[config.mk]
export PLATFORM = sky130hd
export DESIGN_NAME = match_cmd_issuer
export DESIGN_NICKNAME = d
export VERILOG_FILES = /design/src/rtl/match_cmd_pkg.sv /design/src/rtl/match_cmd_encoder.sv /design/src/rtl/match_cmd_issuer.sv
export SDC_FILE = /design/constraint.sdc
export NUM_CORES = 1
export LEC_CHECK = 0
export CAP_MARGIN = 20
export CORE_MARGIN = 8
export CORE_UTILIZATION = 34
export DETAILED_ROUTE_END_ITERATION = 8
export PLACE_DENSITY = 0.7
export REMOVE_ABC_BUFFERS = 1
export SLEW_MARGIN = 5
export SYNTH_ARGS = -nofsm -noshare
export SYNTH_HDL_FRONTEND = slang
export SYNTH_HIERARCHICAL = 1
export SYNTH_SLANG_ARGS = --single-unit
[constraint.sdc]
create_clock -name CLK -period 1.9 [get_ports CLK]
set_input_delay 0.38 -clock CLK [delete_from_list [all_inputs] [get_ports CLK]]
set_output_delay 0.38 -clock CLK [all_outputs]
set_load 0.005 [all_outputs]
[src/rtl/match_cmd_pkg.sv]
// Shared constants, enums and helpers for the match-style ALU command issuer.
// Reserved selector codes are the ALU opcodes; any other A value multiplies.
package match_cmd_pkg;

    localparam int OP_INC = 17;
    localparam int OP_ADD = 21;
    localparam int OP_SUB = 34;
    localparam int CNT_W  = 4;

    typedef enum logic [1:0] {
        KIND_INC = 2'd0,
        KIND_ADD = 2'd1,
        KIND_SUB = 2'd2,
        KIND_MUL = 2'd3
    } kind_e;

    typedef enum logic [1:0] {
        ST_IDLE   = 2'd0,
        ST_SETTLE = 2'd1,
        ST_RESP   = 2'd2
    } state_e;

    // True when a value collides with one of the ALU opcode selectors
    function automatic logic is_reserved_code(input logic [31:0] value);
        return (value == 32'(OP_INC)) ||
               (value == 32'(OP_ADD)) ||
               (value == 32'(OP_SUB));
    endfunction

endpackage

[src/rtl/match_cmd_encoder.sv]
// Maps an abstract op request onto the ALU selector/operand pair.
// A MUL whose X operand aliases an opcode cannot be expressed and is flagged.
module match_cmd_encoder
    import match_cmd_pkg::*;
#(
    parameter int NBITS = 8
) (
    input  kind_e              kind,
    input  logic [NBITS-1:0]   x,
    input  logic [NBITS-1:0]   y,
    output logic [NBITS-1:0]   a,
    output logic [NBITS-1:0]   b,
    output logic               illegal
);

    // Selector encoding; B always carries Y
    always_comb begin
        a       = x;
        b       = y;
        illegal = 1'b0;
        unique case (kind)
            KIND_INC: a = NBITS'(OP_INC);
            KIND_ADD: a = NBITS'(OP_ADD);
            KIND_SUB: a = NBITS'(OP_SUB);
            KIND_MUL: illegal = is_reserved_code(32'(x));
        endcase
    end

endmodule

[src/rtl/match_cmd_issuer.sv]
// Request/response front end for the match-style selector ALU.
// Optional result checker enabled by MATCH_CMD_ISSUER_CHECK_EN.
module match_cmd_issuer
    import match_cmd_pkg::*;
#(
    parameter int NBITS       = 8,
    parameter int WAIT_CYCLES = 1
) (
    input  logic             CLK,
    input  logic             RST,
    input  logic             REQ_VALID,
    output logic             REQ_READY,
    input  logic [1:0]       REQ_KIND,
    input  logic [NBITS-1:0] REQ_X,
    input  logic [NBITS-1:0] REQ_Y,
    output logic [NBITS-1:0] A,
    output logic [NBITS-1:0] B,
    input  logic [NBITS-1:0] XOUT,
    output logic             RSP_VALID,
    input  logic             RSP_READY,
    output logic [NBITS-1:0] RSP_DATA,
    output logic             RSP_ERR
`ifdef MATCH_CMD_ISSUER_CHECK_EN
    ,
    output logic             RSP_MISMATCH
`endif
);

    state_e             state;
    logic [CNT_W-1:0]   cnt;
    logic [NBITS-1:0]   enc_a;
    logic [NBITS-1:0]   enc_b;
    logic               enc_illegal;

    match_cmd_encoder #(
        .NBITS   (NBITS)
    ) u_enc (
        .kind    (kind_e'(REQ_KIND)),
        .x       (REQ_X),
        .y       (REQ_Y),
        .a       (enc_a),
        .b       (enc_b),
        .illegal (enc_illegal)
    );

    assign REQ_READY = (state == ST_IDLE) && !RST;
    assign RSP_VALID = (state == ST_RESP);

`ifdef MATCH_CMD_ISSUER_CHECK_EN
    logic [NBITS-1:0] exp_x;

    // Reference ALU evaluated on the held A/B pair
    always_comb begin
        exp_x = A * B;
        if (A == NBITS'(OP_INC))
            exp_x = A + 1'b1;
        else if (A == NBITS'(OP_ADD))
            exp_x = A + B;
        else if (A == NBITS'(OP_SUB))
            exp_x = A - B;
    end
`endif

    // Issue FSM: encode, hold A/B for the settle window, capture, respond
    always_ff @(posedge CLK) begin
        if (RST) begin
            state    <= ST_IDLE;
            cnt      <= '0;
            A        <= '0;
            B        <= '0;
            RSP_DATA <= '0;
            RSP_ERR  <= 1'b0;
`ifdef MATCH_CMD_ISSUER_CHECK_EN
            RSP_MISMATCH <= 1'b0;
`endif
        end else begin
            unique case (state)
                ST_IDLE: begin
                    if (REQ_VALID) begin
                        if (enc_illegal) begin
                            RSP_DATA <= '0;
                            RSP_ERR  <= 1'b1;
`ifdef MATCH_CMD_ISSUER_CHECK_EN
                            RSP_MISMATCH <= 1'b0;
`endif
                            state    <= ST_RESP;
                        end else begin
                            A     <= enc_a;
                            B     <= enc_b;
                            cnt   <= CNT_W'(WAIT_CYCLES - 1);
                            state <= ST_SETTLE;
                        end
                    end
                end
                ST_SETTLE: begin
                    if (cnt == '0) begin
                        RSP_DATA <= XOUT;
                        RSP_ERR  <= 1'b0;
`ifdef MATCH_CMD_ISSUER_CHECK_EN
                        RSP_MISMATCH <= (XOUT != exp_x);
`endif
                        state    <= ST_RESP;
                    end else begin
                        cnt <= cnt - 1'b1;
                    end
                end
                ST_RESP: begin
                    if (RSP_READY)
                        state <= ST_IDLE;
                end
                default: state <= ST_IDLE;
            endcase
        end
    end

endmodule

# Word level (Yosys, flattened, before mapping)
# Index checks and enable logic that the tools add are counted.
dict set report classes {
  add_sub_neg 1
  multipliers 0
  n_div 0
  order_cmp 0
  eq_ne 14
  shifts 0
  mux 19
  bitwise 1
  reduce_logical 12
}
# op count
set op_table {}
lappend op_table {{8-bit 2-to-1 mux} 3}
lappend op_table {{8-bit case mux with 3 select lines} 1}
lappend op_table {{8-bit by 5-bit equality test with 1-bit output (second input constant)} 2}
lappend op_table {{8-bit case mux with 2 select lines} 1}
lappend op_table {{4-bit 2-to-1 mux} 3}
lappend op_table {{2-bit != test (second input constant)} 5}
lappend op_table {{8-bit by 6-bit equality test with 1-bit output (second input constant)} 1}
lappend op_table {{2-bit 2-to-1 mux} 4}
lappend op_table {{4-bit case mux with 2 select lines} 1}
lappend op_table {{4-bit AND reduction} 2}
lappend op_table {{2-bit equality test (second input constant)} 3}
lappend op_table {{2-bit case mux with 3 select lines} 1}
lappend op_table {{3-bit AND reduction} 2}
lappend op_table {{2-bit by 1-bit equality test with 1-bit output (second input constant)} 2}
lappend op_table {{2-bit logical NOT} 2}
lappend op_table {{4-bit logical NOT} 1}
lappend op_table {{1-bit 2-to-1 mux} 4}
lappend op_table {{4-bit by 1-bit subtractor with 4-bit output (second input constant)} 1}
lappend op_table {{1-bit logical OR} 2}
lappend op_table {{2-bit by 1-bit != test with 1-bit output (second input constant)} 1}
lappend op_table {{1-bit case mux with 2 select lines} 1}
lappend op_table {{2-bit nonzero test} 1}
lappend op_table {{1-bit logical AND} 1}
lappend op_table {{1-bit logical NOT} 1}
lappend op_table {{1-bit NOT} 1}
dict set report totals {
  register_bits 31
  latchBits 0
  mem_bits_rw 0
  mem_bits_ro 0
  input_bits 30
  output_inout_bits 27
  word_cells 53
  memories 0
}

# Logic depth before layout (Yosys ltp)
# Gate-level depths: netlist of the first run.
dict set report logic_depth {
  ltp_word 7
  ltp_mapped 8
  depth_no_buf 6
}

# By module
# The synthesis of the first run kept the hierarchy.
# mod instances cells_each area_per_inst_um2 seq_area_each_um2
set by_module_without_submodules {}
lappend by_module_without_submodules {match_cmd_issuer 1 140 1296.2 620.6}
lappend by_module_without_submodules {match_cmd_encoder 1 27 171.4 0.0}

# Worst setup path before layout of the first run
# OpenSTA, ideal clock, no wires.
dict set report synth_path {
  path_kind {input to register}
  from {input port REQ_X[1]}
  to {register A[0]}
  setup_time_ns 0.132
  arrival_ns 1.649
  required_ns 1.768
  path_slack_ns 0.118
  stages 8
  n_path_buf 2
  cell_sequence {and4bb_2 a21oi_1 nor2_1 or4b_4 buf_6 buf_8 nand2_1 a21oi_1}
}
dict set report synth_via {
  elab_chain_cells 6
  word_cells_on_any_way 8
  cone_classes {eq/ne (3); mux (1); bitwise (1); reduce/logical (3)}
}
# element line_no
set synth_rtl {}
lappend synth_rtl {{start: declaration} match_cmd_issuer.sv:14} ;# input logic [NBITS-1:0] REQ_X,
lappend synth_rtl {{8-bit by 5-bit equality test with 1-bit output, on equally long branches} {match_cmd_pkg.sv:25, match_cmd_pkg.sv:26}}
lappend synth_rtl {{1-bit logical OR} match_cmd_pkg.sv:25} ;# return (value == 32'(OP_INC)) ||
lappend synth_rtl {{1-bit logical OR (*)} match_cmd_pkg.sv:26} ;# (value == 32'(OP_ADD)) ||
lappend synth_rtl {{1-bit 2-to-1 mux (*)} match_cmd_encoder.sv:21} ;# unique case (kind)
lappend synth_rtl {{net enc_illegal} match_cmd_issuer.sv:33} ;# logic enc_illegal;
lappend synth_rtl {{1-bit NOT (no line) (*)} n/a}
lappend synth_rtl {{3-bit AND reduction (no line) (*)} n/a}
lappend synth_rtl {{end signal: assignment} match_cmd_issuer.sv:88} ;# A <= enc_a;
lappend synth_rtl {{end: declaration} match_cmd_issuer.sv:16} ;# output logic [NBITS-1:0] A,
# The timed path passes the listed nets; every way through them passes the cells marked *.
# A chain may end at the register's enable or synchronous reset.

# Worst setup path after layout of the first run
dict set report layout_path {
  from {input port REQ_X[2]}
  to {register A[6]}
}
# Same word-level chain as after synthesis.

==> results of run 1 <==
## final timing paths
| check | depth (start not counted) | slack (ns) | start | to |
|---|---|---|---|---|
| worst max-delay path | 8 | 0.06 | REQ_X[2] | A[6]$_SDFFE_PP0P_ |
| worst max register to register | 6 | 0.28 | cnt[0]$_SDFFE_PP0P_ | state[1]$_SDFFE_PP0P_ |
| worst min register to register | 2 | 0.45 | A[7]$_SDFFE_PP0P_ | A[7]$_SDFFE_PP0P_ |
| worst min-delay path | 2 | 0.45 | A[7]$_SDFFE_PP0P_ | A[7]$_SDFFE_PP0P_ |
## final cells by class
class / count / area, sq um / area share
clock inverter: 2 / 35.0 / 0.0158
clock buffer: 6 / 82.6 / 0.0373
tap: 52 / 65.1 / 0.0294
sequential: 31 / 622 / 0.281
timing repair buffer: 67 / 649 / 0.293
inverter: 6 / 22.5 / 0.0102
multi-input combinational: 115 / 739 / 0.334
## cells in the final DEF, fill, tap and decap left out, drive strengths merged
cell,instances
or4,2
o211ai,3
buf,11
o21ai,2
nand2b,9
and4bb,2
dfxtp,31
clkinv,1
nor4b,1
or4b,3
a21oi,23
clkdlybuf4s50,51
nor3,4
or3,4
o21ba,1
nand2,36
a211oi,2
and3,3
o2bb2ai,8
a21boi,3
nand3,1
clkbuf,6
bufinv,1
nor2b,2
nor2,1
inv,6
or3b,1
nor3b,2
dlygate4sd2,5
ha,2
## logic make-up after synthesis
kind of cell	count (synthesis)	share of synthesized area
AOI/OAI and AO/OA	42	0.193
DFF	31	0.423
and+or+nand+nor	69	0.263
buffers and inverters	23	0.104
adders and majority gates	2	0.0170
## power by group through the flow
| stage | clock network, mW | logic (mW) | registers (mW) |
|---|---|---|---|
| 2_1_floorplan | 0 | 0.0846 | 0.724 |
| 3_3_place_gp | 0 | 0.276 | 0.720 |
| 3_5_place_dp | 0 | 0.278 | 0.720 |
| 4_1_cts | 0.691 | 0.285 | 0.707 |
| 5_1_grt | 0.725 | 0.308 | 0.711 |
| 6_report | 0.673 | 0.282 | 0.707 |
## what timing repair did
item,in CTS,in global routing
resized for setup,11,1
pin swaps,5,3
gates cloned,2,0
setup buffers,0,1
setup endpoints to repair,20,2
## state kept, by name, indices dropped and copies added (netlist names)
register and cells:
RSP_DATA 8, RSP_ERR 1, state 2, A 8
cnt 4, B 8
## critical path: stages
cell	delay, ns
clkdlybuf4s50_1	0.45
inv_1	0.06
a21oi_2	0.18
nor2_4	0.07
buf_4	0.13
or4b_4	0.58
nand2_1	0.10
a21oi_1	0.06
## metal layers
layer | wire length (um) | track usage | vias up
met1 | 1640 | 0.131 | 592
met2 | 1750 | 0.186 | 45
met3 | 361 | 0.0525 | 6
met4 | 47 | 0.0404 | 0
li1 | - | - | 688
met5 | 0 | 0 | -
## per-stage QoR
stage | hold slack [ns] | util | TNS (ns)
finish | 0.454 | 0.520 | 0
global route | 0.470 | 0.520 | 0
CTS | 0.456 | 0.516 | 0
detailed placement | 0.447 | 0.481 | -9.44
global placement | 0.441 | 0.481 | -8.67
floorplan | 0.447 | - | 0
==> impl_metrics.tcl, run 1 <==
set metrics [dict create \
    crit_required_ns 2.06 \
    synth_flop_cell "dfxtp_1" \
    p_sw_mw 0.383 \
    finalCritPeriodShare 0.969 \
    num_rows 24 \
    drt-initial-drc-count 74 \
    clock_skew_ns 0.00271 \
    dr_total_vias 1331 \
    routed_wl_mm 3.79 \
    fin_nets 258 \
    clockPowerShare 0.405 \
    antenna_cells 0 \
    ys_top_cells_by_count "nand2_1, dfxtp_1, a21oi_1" \
    clock-sinks 31 \
    clock_path_buffers 2 \
    finalHoldViolCount 0 \
    worst_pin_slew_ns 0.582 \
    wire_per_inst_um 13.6 \
    ant_nets 0 \
    synth_area_sq_um 1470 \
    vdd_drop_max_mv 0.382 \
    share_seq_of_total_power 0.425 \
    die-area_sq_um 6670 \
    fin_cells 279 \
    grt_overflow_total 0 \
    synth_seq_cells 31 \
    clockRootBuffer "clkbuf_8" \
    switching_share 0.231 \
    pin_count 57 \
    max_freq_mhz 543 \
    p_leak_nw 0.831 \
    seq_area_frac_synth 0.423 \
    grt_pass1_wl_mm 5.91 \
    avgSynthCellArea_sq_um 8.79 \
    end_kind "flip-flop" \
    yosys.area.top_type "dfxtp_1" \
    setup-violations-final 0 \
    dp_slack_ns -0.400 \
    antenna_found_initial 0 \
    place_inst 268 \
    p_comb_frac 0.170 \
    hold_class "reg2reg" \
    worstSkewPairLatency_ns 0.28 \
    async_reset_ff_frac 0 \
    crit_fanout 5 \
    synth_cells 167 \
    gp_congestion 0.714 \
    powerDensity_nw_per_um2 750 \
    hold_buffers 0 \
    hpwl_mm 2.58 \
    p_int_mw 1.28 \
    fin_area_sq_um 2220 \
    crit_type "in2reg" \
    power_mw 1.66 \
    placed_area_sq_um 2050 \
    core_sq_um 4260 \
    path_clk_slew_ns 0.06 \
    max_slew_margin 0.611 \
    drv_slew 0 \
    netlist.area_leader.share 0.423 \
    vias_per_cell 4.77 \
    die_h_um 81.7 \
    drc 0 \
    dr.pass1.iters 4 \
    cts_tree "yes" \
    area_growth_pct 51.0 \
    drv_cap 0 \
    arrival_ns 2.00 \
    yosysWarnings 6 \
    initial_core_util 0.344 \
    final_layout_size_suffix_gt1_frac 0.145 \
    grtUsageTotal 0.115 \
    synth_edf_count 0 \
    rsz0062_at_grt "false" \
    cts_buffers 5 \
    final.setup.worst_slack_ns 0.0591 \
    cts_max_level 2 \
    start_kind "primary input" \
    die_w_um 81.7 \
    synth.area.top_cells "dfxtp_1, nand2_1, a21oi_1, o2bb2ai_1, buf_4" \
    yosysUniqueCellTypes 33 \
    grt_max_degree 32 \
    nFillCells 426 \
    outcome "finished clean" \
    grt_pass1_vias 1235 \
    synth_most_common_cell "nand2_1" \
    io_buffers 56 \
    period_minus_slack_ns 1.84 \
]
Note: power is estimated with default switching activity, not from simulation.
==> run 2: changes to the inputs <==
- CTS_BUF_LIST: unset -> sky130_fd_sc_hd__clkbuf_2
==> run 2 against run 1 <==
Against the previous run: hold slack improved by 0.012 ns; routed wire length decreased by 7.6%; cell area decreased by 4.2%; register-to-register slack got worse by 0.10 ns; clock skew increased by 0.0070 ns; critical path depth decreased by 1; clock-buffer cell count decreased by 1; fmax decreased by 2.6%; total power decreased by 14%; die area unchanged; largest cell class unchanged; highest routed layer unchanged.
==> impl_metrics.tcl, run 2 (synthesis gave the netlist of run 1 again) <==
set metrics [dict create \
    grt_max_degree 32 \
    grt_pass1_wl_mm 5.55 \
    pin_count 57 \
    clockPowerShare 0.314 \
    crit_required_ns 2.16 \
    clock-sinks 31 \
    layout_commonest_cell "clkdlybuf4s50_1" \
    dr.pass1.iters 3 \
    reg2reg_to "RSP_DATA[4]$_SDFFE_PP0P_" \
    fin_nets 255 \
    worst_pin_slew_ns 0.583 \
    drc 0 \
    die_h_um 81.7 \
    fin_area_sq_um 2120 \
    placed_area_sq_um 2050 \
    drv_slew 0 \
    max_freq_mhz 529 \
    cts_tree "yes" \
    die_w_um 81.7 \
    p_sw_mw 0.357 \
    clock_path_buffers 2 \
    vdd_drop_max_mv 0.279 \
    path_clk_slew_ns 0.16 \
    powerDensity_nw_per_um2 672 \
    cts_buffers 5 \
    share_seq_of_total_power 0.494 \
    area_growth_pct 44.7 \
    finalCritPeriodShare 0.994 \
    hold_class "reg2reg" \
    period_minus_slack_ns 1.89 \
    crit_type "in2reg" \
    register_area_sq_um 624 \
    final_layout_size_suffix_gt1_frac 0.121 \
    grt_overflow_total 0 \
    nFillCells 435 \
    final.setup.worst_slack_ns 0.0107 \
    wire_per_inst_um 12.7 \
    finalHoldViolCount 0 \
    rsz0062_at_grt "true" \
    max_slew_margin 0.611 \
    outcome "finished clean" \
    hold_buffers 0 \
    hold_end "B[5]$_SDFFE_PP0P_" \
    dp_slack_ns -0.400 \
    rrSetupSlack_ns 0.18 \
    reg.largest.list "A (8), B (8), RSP_DATA (8)" \
    switching_share 0.250 \
    reg2reg_depth 5 \
    layout_common_cells "clkdlybuf4s50_1, nand2_1, dfxtp_1, a21oi_1, nand2b_1" \
    start_kind "primary input" \
    hold_start "B[5]$_SDFFE_PP0P_" \
    antenna_cells 0 \
    fin_cells 276 \
    core_sq_um 4260 \
    whs_path_depth 2 \
    clock_skew_ns 0.00970 \
    vias_per_cell 4.67 \
    grt_pass1_vias 1222 \
    post-route-util 0.498 \
    hpwl_mm 2.58 \
    gp_congestion 0.714 \
    drt-initial-drc-count 65 \
    arrival_ns 2.15 \
    antenna_found_initial 0 \
    crit_fanout 19 \
    p_int_mw 1.07 \
    initial_core_util 0.344 \
    end_kind "flip-flop" \
    routed_wl_mm 3.50 \
    multi_input_area_sq_um 694 \
    dr_total_vias 1288 \
    power_mw 1.43 \
    setup-violations-final 0 \
    drv_cap 0 \
    cts_max_level 2 \
    clockRootBuffer "clkbuf_2" \
    grtUsageTotal 0.106 \
    p_comb_frac 0.192 \
    ant_nets 0 \
    io_buffers 56 \
    die-area_sq_um 6670 \
    place_inst 268 \
    num_rows 24 \
    worstSkewPairLatency_ns 0.36 \
    p_leak_nw 0.807 \
    crit-reg2reg-launch "cnt[0]$_SDFFE_PP0P_" \
]
==> run 2: cell type report <==
type	count	area share
Clock buffer	5	0.0118
Clock inverter	3	0.0183
Inverter	6	0.0106
Multi-Input combinational cell	113	0.327
Sequential cell	31	0.294
Tap cell	52	0.0306
Timing Repair Buffer	66	0.308
==> run 2: layer usage <==
metal | share of wire | track usage | vias to the layer above
li1 | - | - | 681
met3 | 0.098 | 0.0525 | 6
met1 | 0.45 | 0.118 | 562
met2 | 0.44 | 0.173 | 39
met4 | 0.012 | 0.0368 | 0
met5 | 0 | 0 | -
==> run 2: what timing repair did <==
action,in CTS,in global routing
setup endpoints to repair,2,16
buffers inserted,0,0
resized for setup,3,2
==> run 2: per-stage QoR <==
step	hold slack [ns]	TNS (ns)
final	0.466	0
after detailed placement	0.447	-9.44
after floorplan	0.447	0
after global routing	0.482	-0.308
after CTS	0.468	0
after global placement	0.441	-8.67
==> run 2: worst max-delay path by stage <==
| stage | startpoint | to | slack [ns] |
|---|---|---|---|
| after floorplan | REQ_X[1] | state[1]$_SDFFE_PP0P_ | 0.20 |
| after global placement | REQ_X[1] | cnt[1]$_SDFFE_PP0P_ | -0.38 |
| after detailed placement | REQ_X[1] | cnt[3]$_SDFFE_PP0P_ | -0.40 |
| after CTS | state[0]$_SDFFE_PP0P_ | RSP_VALID | 0.003 |
| after global routing | REQ_X[1] | cnt[0]$_SDFFE_PP0P_ | -0.05 |
| final | REQ_X[1] | cnt[1]$_SDFFE_PP0P_ | 0.01 |
==> run 2: worst max-delay path: stages <==
cell and delay (ns):
clkdlybuf4s50_1 0.50, and4bb_2 0.24, a21oi_1 0.11, nor2_1 0.08, or4b_4 0.62, o211ai_1 0.13, a21oi_1 0.08
==> run 2: power groups by stage <==
| stage | Sequential, mW | Combinational (mW) | Clock (mW) |
|---|---|---|---|
| 2_1_floorplan | 0.724 | 0.0846 | 0 |
| 3_3_place_gp | 0.720 | 0.276 | 0 |
| 3_5_place_dp | 0.720 | 0.278 | 0 |
| 4_1_cts | 0.706 | 0.278 | 0.471 |
| 5_1_grt | 0.711 | 0.301 | 0.502 |
| 6_report | 0.706 | 0.274 | 0.448 |
==> run 3: changes to the inputs <==
- CTS_BUF_LIST: sky130_fd_sc_hd__clkbuf_2 -> sky130_fd_sc_hd__clkbuf_8
==> results of run 3 <==
Same layout as run 1: the final DEF is identical, and so are final timing and power.
